$ cat config.mk
export PLATFORM = sky130hd
export DESIGN_NAME = tcdm_bank_initiator
export DESIGN_NICKNAME = d
export VERILOG_FILES = /design/src/rtl/tcdm_bank_initiator.sv
export SDC_FILE = /design/constraint.sdc
export NUM_CORES = 1
export LEC_CHECK = 0
export BUFFER_PORTS_ARGS = -buffer_cell sky130_fd_sc_hd__buf_2
export CORE_MARGIN = 8
export CORE_UTILIZATION = 35
export CTS_CLUSTER_DIAMETER = 40
export DETAILED_ROUTE_END_ITERATION = 7
export HOLD_SLACK_MARGIN = 0.15
export SYNTH_ARGS = -nofsm -noshare
export SYNTH_HDL_FRONTEND = slang
export SYNTH_SLANG_ARGS = --single-unit
export TNS_END_PERCENT = 5
$ cat constraint.sdc
create_clock -name clk_i -period 3.39 [get_ports clk_i]
set_input_delay 0.339 -clock clk_i [delete_from_list [all_inputs] [get_ports clk_i]]
set_output_delay 0.339 -clock clk_i [all_outputs]
set_load 0.02 [all_outputs]
$ cat src/rtl/tcdm_bank_initiator.sv
// Command-driven fill/sweep master for a single TCDM bank port; read words leave on a valid/ready stream.
// Optional word-compare checker is enabled by defining TCDM_BANK_INIT_CHECK_EN.
module tcdm_bank_initiator #(
    parameter int ADDR_WIDTH = 10,
    parameter int DATA_WIDTH = 32,
    parameter int LEN_WIDTH  = 11
) (
    input  logic                    clk_i,
    input  logic                    rst_i,
    input  logic                    cmd_valid_i,
    output logic                    cmd_ready_o,
    input  logic                    cmd_write_i,
    input  logic [ADDR_WIDTH-1:0]   cmd_addr_i,
    input  logic [LEN_WIDTH-1:0]    cmd_len_i,
    input  logic [DATA_WIDTH-1:0]   cmd_wdata_i,
    input  logic                    cmd_incr_i,
`ifdef TCDM_BANK_INIT_CHECK_EN
    input  logic                    cmd_check_i,
    output logic                    err_o,
    output logic [15:0]             err_cnt_o,
`endif
    output logic                    rd_valid_o,
    input  logic                    rd_ready_i,
    output logic [DATA_WIDTH-1:0]   rd_data_o,
    output logic                    busy_o,
    output logic                    done_o,
    output logic                    bank_req_o,
    output logic                    bank_wen_o,
    output logic [ADDR_WIDTH-1:0]   bank_add_o,
    output logic [DATA_WIDTH-1:0]   bank_wdata_o,
    output logic [DATA_WIDTH/8-1:0] bank_be_o,
    input  logic [DATA_WIDTH-1:0]   bank_rdata_i
);

    typedef enum logic [1:0] {
        S_IDLE  = 2'd0,
        S_RUN   = 2'd1,
        S_DRAIN = 2'd2
    } state_t;

    state_t                r_state;
    state_t                w_state_nxt;
    logic                  r_write;
    logic                  r_incr;
    logic                  r_done;
    logic                  r_inflight;
    logic [ADDR_WIDTH-1:0] r_addr;
    logic [DATA_WIDTH-1:0] r_pat;
    logic [LEN_WIDTH-1:0]  r_remain;
    logic [DATA_WIDTH-1:0] r_fifo [2];
    logic                  r_wptr;
    logic                  r_rptr;
    logic [1:0]            r_cnt;

    logic                  w_accept;
    logic                  w_req;
    logic                  w_push;
    logic                  w_pop;
    logic                  w_done_nxt;
    logic [2:0]            w_occ;

    assign cmd_ready_o = (r_state == S_IDLE) & ~rst_i;
    assign w_accept    = cmd_valid_i & cmd_ready_o;
    assign rd_valid_o  = (r_cnt != 2'd0);
    assign w_pop       = rd_valid_o & rd_ready_i;
    assign w_push      = r_inflight;
    // Occupancy the FIFO will have once the current pop retires, counting the word still in the bank.
    assign w_occ       = {1'b0, r_cnt} + {2'b00, r_inflight} - {2'b00, w_pop};

    always_comb begin
        w_state_nxt = r_state;
        w_req       = 1'b0;
        w_done_nxt  = 1'b0;
        case (r_state)
            S_IDLE: begin
                if (w_accept) begin
                    if (cmd_len_i != '0) begin
                        w_state_nxt = S_RUN;
                    end else begin
                        w_done_nxt = 1'b1;
                    end
                end
            end
            S_RUN: begin
                w_req = r_write | (w_occ < 3'd2);
                if (w_req && (r_remain == LEN_WIDTH'(1))) begin
                    if (r_write) begin
                        w_state_nxt = S_IDLE;
                        w_done_nxt  = 1'b1;
                    end else begin
                        w_state_nxt = S_DRAIN;
                    end
                end
            end
            S_DRAIN: begin
                if (w_pop && (r_cnt == 2'd1) && !r_inflight) begin
                    w_state_nxt = S_IDLE;
                    w_done_nxt  = 1'b1;
                end
            end
            default: w_state_nxt = S_IDLE;
        endcase
    end

    always_ff @(posedge clk_i or posedge rst_i) begin
        if (rst_i) begin
            r_state    <= S_IDLE;
            r_write    <= 1'b0;
            r_incr     <= 1'b0;
            r_done     <= 1'b0;
            r_inflight <= 1'b0;
            r_addr     <= '0;
            r_pat      <= '0;
            r_remain   <= '0;
            r_wptr     <= 1'b0;
            r_rptr     <= 1'b0;
            r_cnt      <= 2'd0;
        end else begin
            r_state    <= w_state_nxt;
            r_done     <= w_done_nxt;
            r_inflight <= w_req & ~r_write;
            if (w_accept) begin
                r_write  <= cmd_write_i;
                r_incr   <= cmd_incr_i;
                r_addr   <= cmd_addr_i;
                r_pat    <= cmd_wdata_i;
                r_remain <= cmd_len_i;
            end else if (w_req) begin
                r_addr   <= r_addr + ADDR_WIDTH'(1);
                r_remain <= r_remain - LEN_WIDTH'(1);
                if (r_incr) begin
                    r_pat <= r_pat + DATA_WIDTH'(1);
                end
            end
            if (w_push) begin
                r_wptr <= ~r_wptr;
            end
            if (w_pop) begin
                r_rptr <= ~r_rptr;
            end
            r_cnt <= r_cnt + {1'b0, w_push} - {1'b0, w_pop};
        end
    end

    // Storage is left unreset; rd_data_o is masked by rd_valid_o instead.
    always_ff @(posedge clk_i) begin
        if (w_push) begin
            r_fifo[r_wptr] <= bank_rdata_i;
        end
    end

    assign rd_data_o    = rd_valid_o ? r_fifo[r_rptr] : '0;
    assign busy_o       = (r_state != S_IDLE);
    assign done_o       = r_done;
    assign bank_req_o   = w_req;
    assign bank_wen_o   = ~(w_req & r_write);
    assign bank_add_o   = w_req ? r_addr : '0;
    assign bank_wdata_o = (w_req & r_write) ? r_pat : '0;
    assign bank_be_o    = w_req ? '1 : '0;

`ifdef TCDM_BANK_INIT_CHECK_EN
    logic                  r_check;
    logic [DATA_WIDTH-1:0] r_exp;
    logic                  r_err;
    logic [15:0]           r_err_cnt;

    // Expected value advances per popped word, not per request, since requests run ahead of the stream.
    always_ff @(posedge clk_i or posedge rst_i) begin
        if (rst_i) begin
            r_check   <= 1'b0;
            r_exp     <= '0;
            r_err     <= 1'b0;
            r_err_cnt <= 16'd0;
        end else if (w_accept) begin
            r_check   <= cmd_check_i & ~cmd_write_i;
            r_exp     <= cmd_wdata_i;
            r_err     <= 1'b0;
            r_err_cnt <= 16'd0;
        end else if (w_pop) begin
            if (r_incr) begin
                r_exp <= r_exp + DATA_WIDTH'(1);
            end
            if (r_check && (rd_data_o != r_exp)) begin
                r_err <= 1'b1;
                if (r_err_cnt != 16'hFFFF) begin
                    r_err_cnt <= r_err_cnt + 16'd1;
                end
            end
        end
    end

    assign err_o     = r_err;
    assign err_cnt_o = r_err_cnt;
`endif

endmodule
==> summary.md <==
| Metric | Value |
|---|---|
| Die height | `around 150 um` |
| Reported max-cap violation count | `0` |
| Placed Instances | `roughly 980` |
| R2r endpoint | `r_addr[4]` |
| Non-Filler Instances | `around 1100` |
| Hold slack | `roughly 160 ps` |
| R2r setup slk | `approximately 530 ps` |
| Die area | `approximately 23000 um2` |
| Vias in the first global route | `roughly 5600` |
| First-pass GRT wire length | `just under 30 mm` |
| Crit Path Max Fanout | `11` |
| IO Count | `around 180` |
| Min-Delay Endpoint | `r_remain[7]` |
| Post-Syn Nets | `between 600 and 700` |
| Final number of setup-violating endpoints | `0` |
| CTS max path bufs | `2` |
| Wire per inst | `about 17 um` |
| Synth Flop Type | `edfxtp_1` |
| Inserted Diodes | `0` |
| Pins Over Slew Limit | `0` |
| 1st-iter DRT viols | `between 300 and 400` |
| EDFF count, synth | `64` |
| Syn. warnings | `0` |
| Clock Tree Root | `clkbuf_16` |
| CP max stage delay | `~520 ps` |
| Cell taking the most area after synthesis | `edfxtp_1` |
| Hold path startpoint | `cmd_len_i[7]` |
| Initial antenna violation count | `0` |
| Largest net degree at the start of global routing | `between 50 and 60` |
| Detailed-route DRC error count | `0` |
| Initial Utilization | `a little over a third` |
| FILL cells | `approximately 1700` |
| Synth cell count leaders | `64 x edfxtp_1, 63 x dfrtp_1, 58 x nor2_1, 53 x nand2_1, 39 x mux2i_1` |
| Total CTS buffers | `17` |
| Status | `finished, final reports clean` |
| Worst path arrival time | `2890 ps` |
| Total wire length | `~18 mm` |
| CP Capture Type | `output port` |
| Setup WS pre-CTS | `289 ps` |
| Number of H-tree levels | `4` |
| Fin. Hold Viols | `0` |
| Clk_skew | `about 9.9 ps` |
| Mapped Area | `6370 um2` |
| Clock transition at path regs | `approximately 60 ps` |
| Syn Inst Count | `about 600` |
| Area contributors post-synth | `edfxtp_1 30%, dfrtp_1 25%, mux2i_1 6.1%` |
| Overflow after GRT | `0` |
| Clk sink count | `127` |
| Crit-path leading delay family | `adder cells` |
| Synth Area per Inst | `roughly 11 um2` |
| Peak VDD IR | `0.000482 V` |
| Hold WC Path Type | `in -> reg` |
| Post-synth cell types | `59` |
| Slew Limit Headroom | `between 30% and 40%` |
| Overall routing resource usage | `~16%` |
| Routed Antenna Nets | `0` |
| Top-count cell post-synth | `edfxtp_1` |
| Post-synth top area share | `roughly 30%` |
| Die width | `151 um` |
| Post-CTS Setup Bufs | `0` |
| CP max-delay cell | `fa_1` |
| Post-synthesis sequential area ratio | `between 50% and 60%` |
| DR pass1 iterations | `5` |
| Yosys reg bits | `around 130` |
| CTS tree | `yes` |
| Period minus WS final | `roughly 3200 ps` |
| Worst-Skew Late Latency | `approximately 410 ps` |
| PortBufs | `between 150 and 200` |
| Post-synth ARST share | `49.6%` |
| Row count | `49` |
| F_max | `0.310 GHz` |
| Share of cells above drive strength 1 | `27.6%` |
| Tcrit/Tclk final | `a little over nine tenths` |
| Cells on worst reg2reg path | `11` |
| Post-DR vias/cell | `5.03` |
| Cell chain of the critical path | `nor3b_4, a21o_1, ha_1, inv_1, fa_1, inv_1, o21ai_1, buf_4, and3_2, buf_2` |
| Worst r2r src | `r_cnt[0]` |
| Power Dens Cells | `924 nW/um2` |
| DP HPWL | `12.3 mm` |
| Layout area overhead | `36.8%` |
| Setup ws final | `161 ps` |
| Critical path type | `reg -> out` |
| Vias | `around 5400` |
| Hold path depth | `3` |
| Lkg Pwr | `0.00380 uW` |
| CP bufs+invs | `4` |
| RSZ-0062 raised after global routing | `true` |
| Core area | `around 18000 um2` |
| Nets@finish | `928` |
| GPL Wtd Cong | `0.791` |
| Setup crit start kind | `register` |
| Critical path's most frequent cell | `inv_1` |
| WP data required | `3050 ps` |
| Slew of the pin with the lowest slew margin | `between 900 and 1000 ps` |
-- layer usage --
metal / vias up / global-route usage, % / part of all wire (%)
met5: - / 0 / 0
met4: 0 / 5.79 / 2.0
met3: 25 / 4.06 / 7.3
met2: 189 / 24.8 / 45
met1: 2544 / 21.2 / 46
li1: 2634 / - / -
-- logic make-up after synthesis --
family / after synthesis / share of synthesized area, %
simple gates: 253 / 20.5
flops: 127 / 54.9
compound gates: 87 / 9.17
buf+inv: 54 / 3.53
mux: 40 / 6.30
xor+xnor: 31 / 4.26
fa+ha+maj: 6 / 1.30
-- where the power goes --
group          switching, uW  total [uW]  internal (uW)
logic                   2260        3660           1390
clock network            665        1800           1140
registers                520        2590           2070
-- worst reg2reg max path, cell delays in order, from the launching register on --
cell and delay (ps):
dfrtp_1 440, nor3b_4 250, a21o_1 110, ha_1 130
inv_1 50, fa_1 400, xor2_1 300, o21ai_1 140
buf_4 190, and3_2 260, a311o_1 360, o211a_1 120
-- registers in the layout (all words and copies together), names as in the netlist --
register and flops:
done_o 1, r_fifo 64, r_rptr 1, r_inflight 1, r_wptr 1, r_write 1
r_remain 11, r_state 2, r_incr 1, r_cnt 2, r_addr 10, r_pat 32
-- timing repair --
item | in CTS | in global routing
pin swaps | 0 | 0
hold buffers | 62 | 0
endpoints found under the hold margin | 125 | 0
endpoints found under the setup margin | 5 | 15
resized for setup | 1 | 4
-- placed cells by master, fill, tap and decap left out, drive strengths merged, types with 4 or more instances in the layout --
cell         netlist  routed
nand3             17      17
and4               4       4
a221o              4       4
mux2i             39      39
and3              14      14
clkbuf            23      18
o211ai             6       6
o21ai             37      37
nor2              58      58
xor2              21      21
nor4              14      14
and2              38      38
inv               17      17
dfrtp             63      63
nand4             26      26
nand2             53      53
a21o               6       6
a21oi             11      11
or3                5       5
edfxtp            64      64
buf               13     188
nor3              11      11
ha                 5       5
clkinv             1       9
xnor2             10      10
dlygate4sd3        0      62
-- worst max path at each step --
| stage | start | cells after the start | endpoint |
|---|---|---|---|
| 2_1_floorplan | r_cnt[1] | 11 | r_addr[4] |
| 5_1_grt | r_cnt[0] | 10 | bank_add_o[2] |
| 4_1_cts | r_cnt[0] | 10 | bank_be_o[1] |
| 3_5_place_dp | rd_ready_i | 13 | r_remain[9] |
| 6_report | r_cnt[0] | 10 | bank_add_o[2] |
| 3_3_place_gp | rd_ready_i | 12 | bank_req_o |
-- area by class of cell --
type | instances | area (um2) | share of cell area (%)
timing repair buffer | 250 | 1610 | 18.5
tap | 229 | 287 | 3.29
sequential | 127 | 3500 | 40.2
inverter | 18 | 70.1 | 0.804
clock inverter | 13 | 148 | 1.69
clock buffer | 18 | 429 | 4.92
multi-input combinational | 417 | 2670 | 30.7
-- stage by stage --
step	util, %	total power [uW]	setup TNS, ps	cell area (um2)
after floorplan	-	5030	0	6370
after global placement	41.9	6170	0	7500
after detailed placement	41.9	6200	0	7500
after CTS	48.6	8090	0	8700
after global routing	48.7	8600	-24.0	8720
final	48.7	8050	0	8720
(Power assumes the default switching activity.)
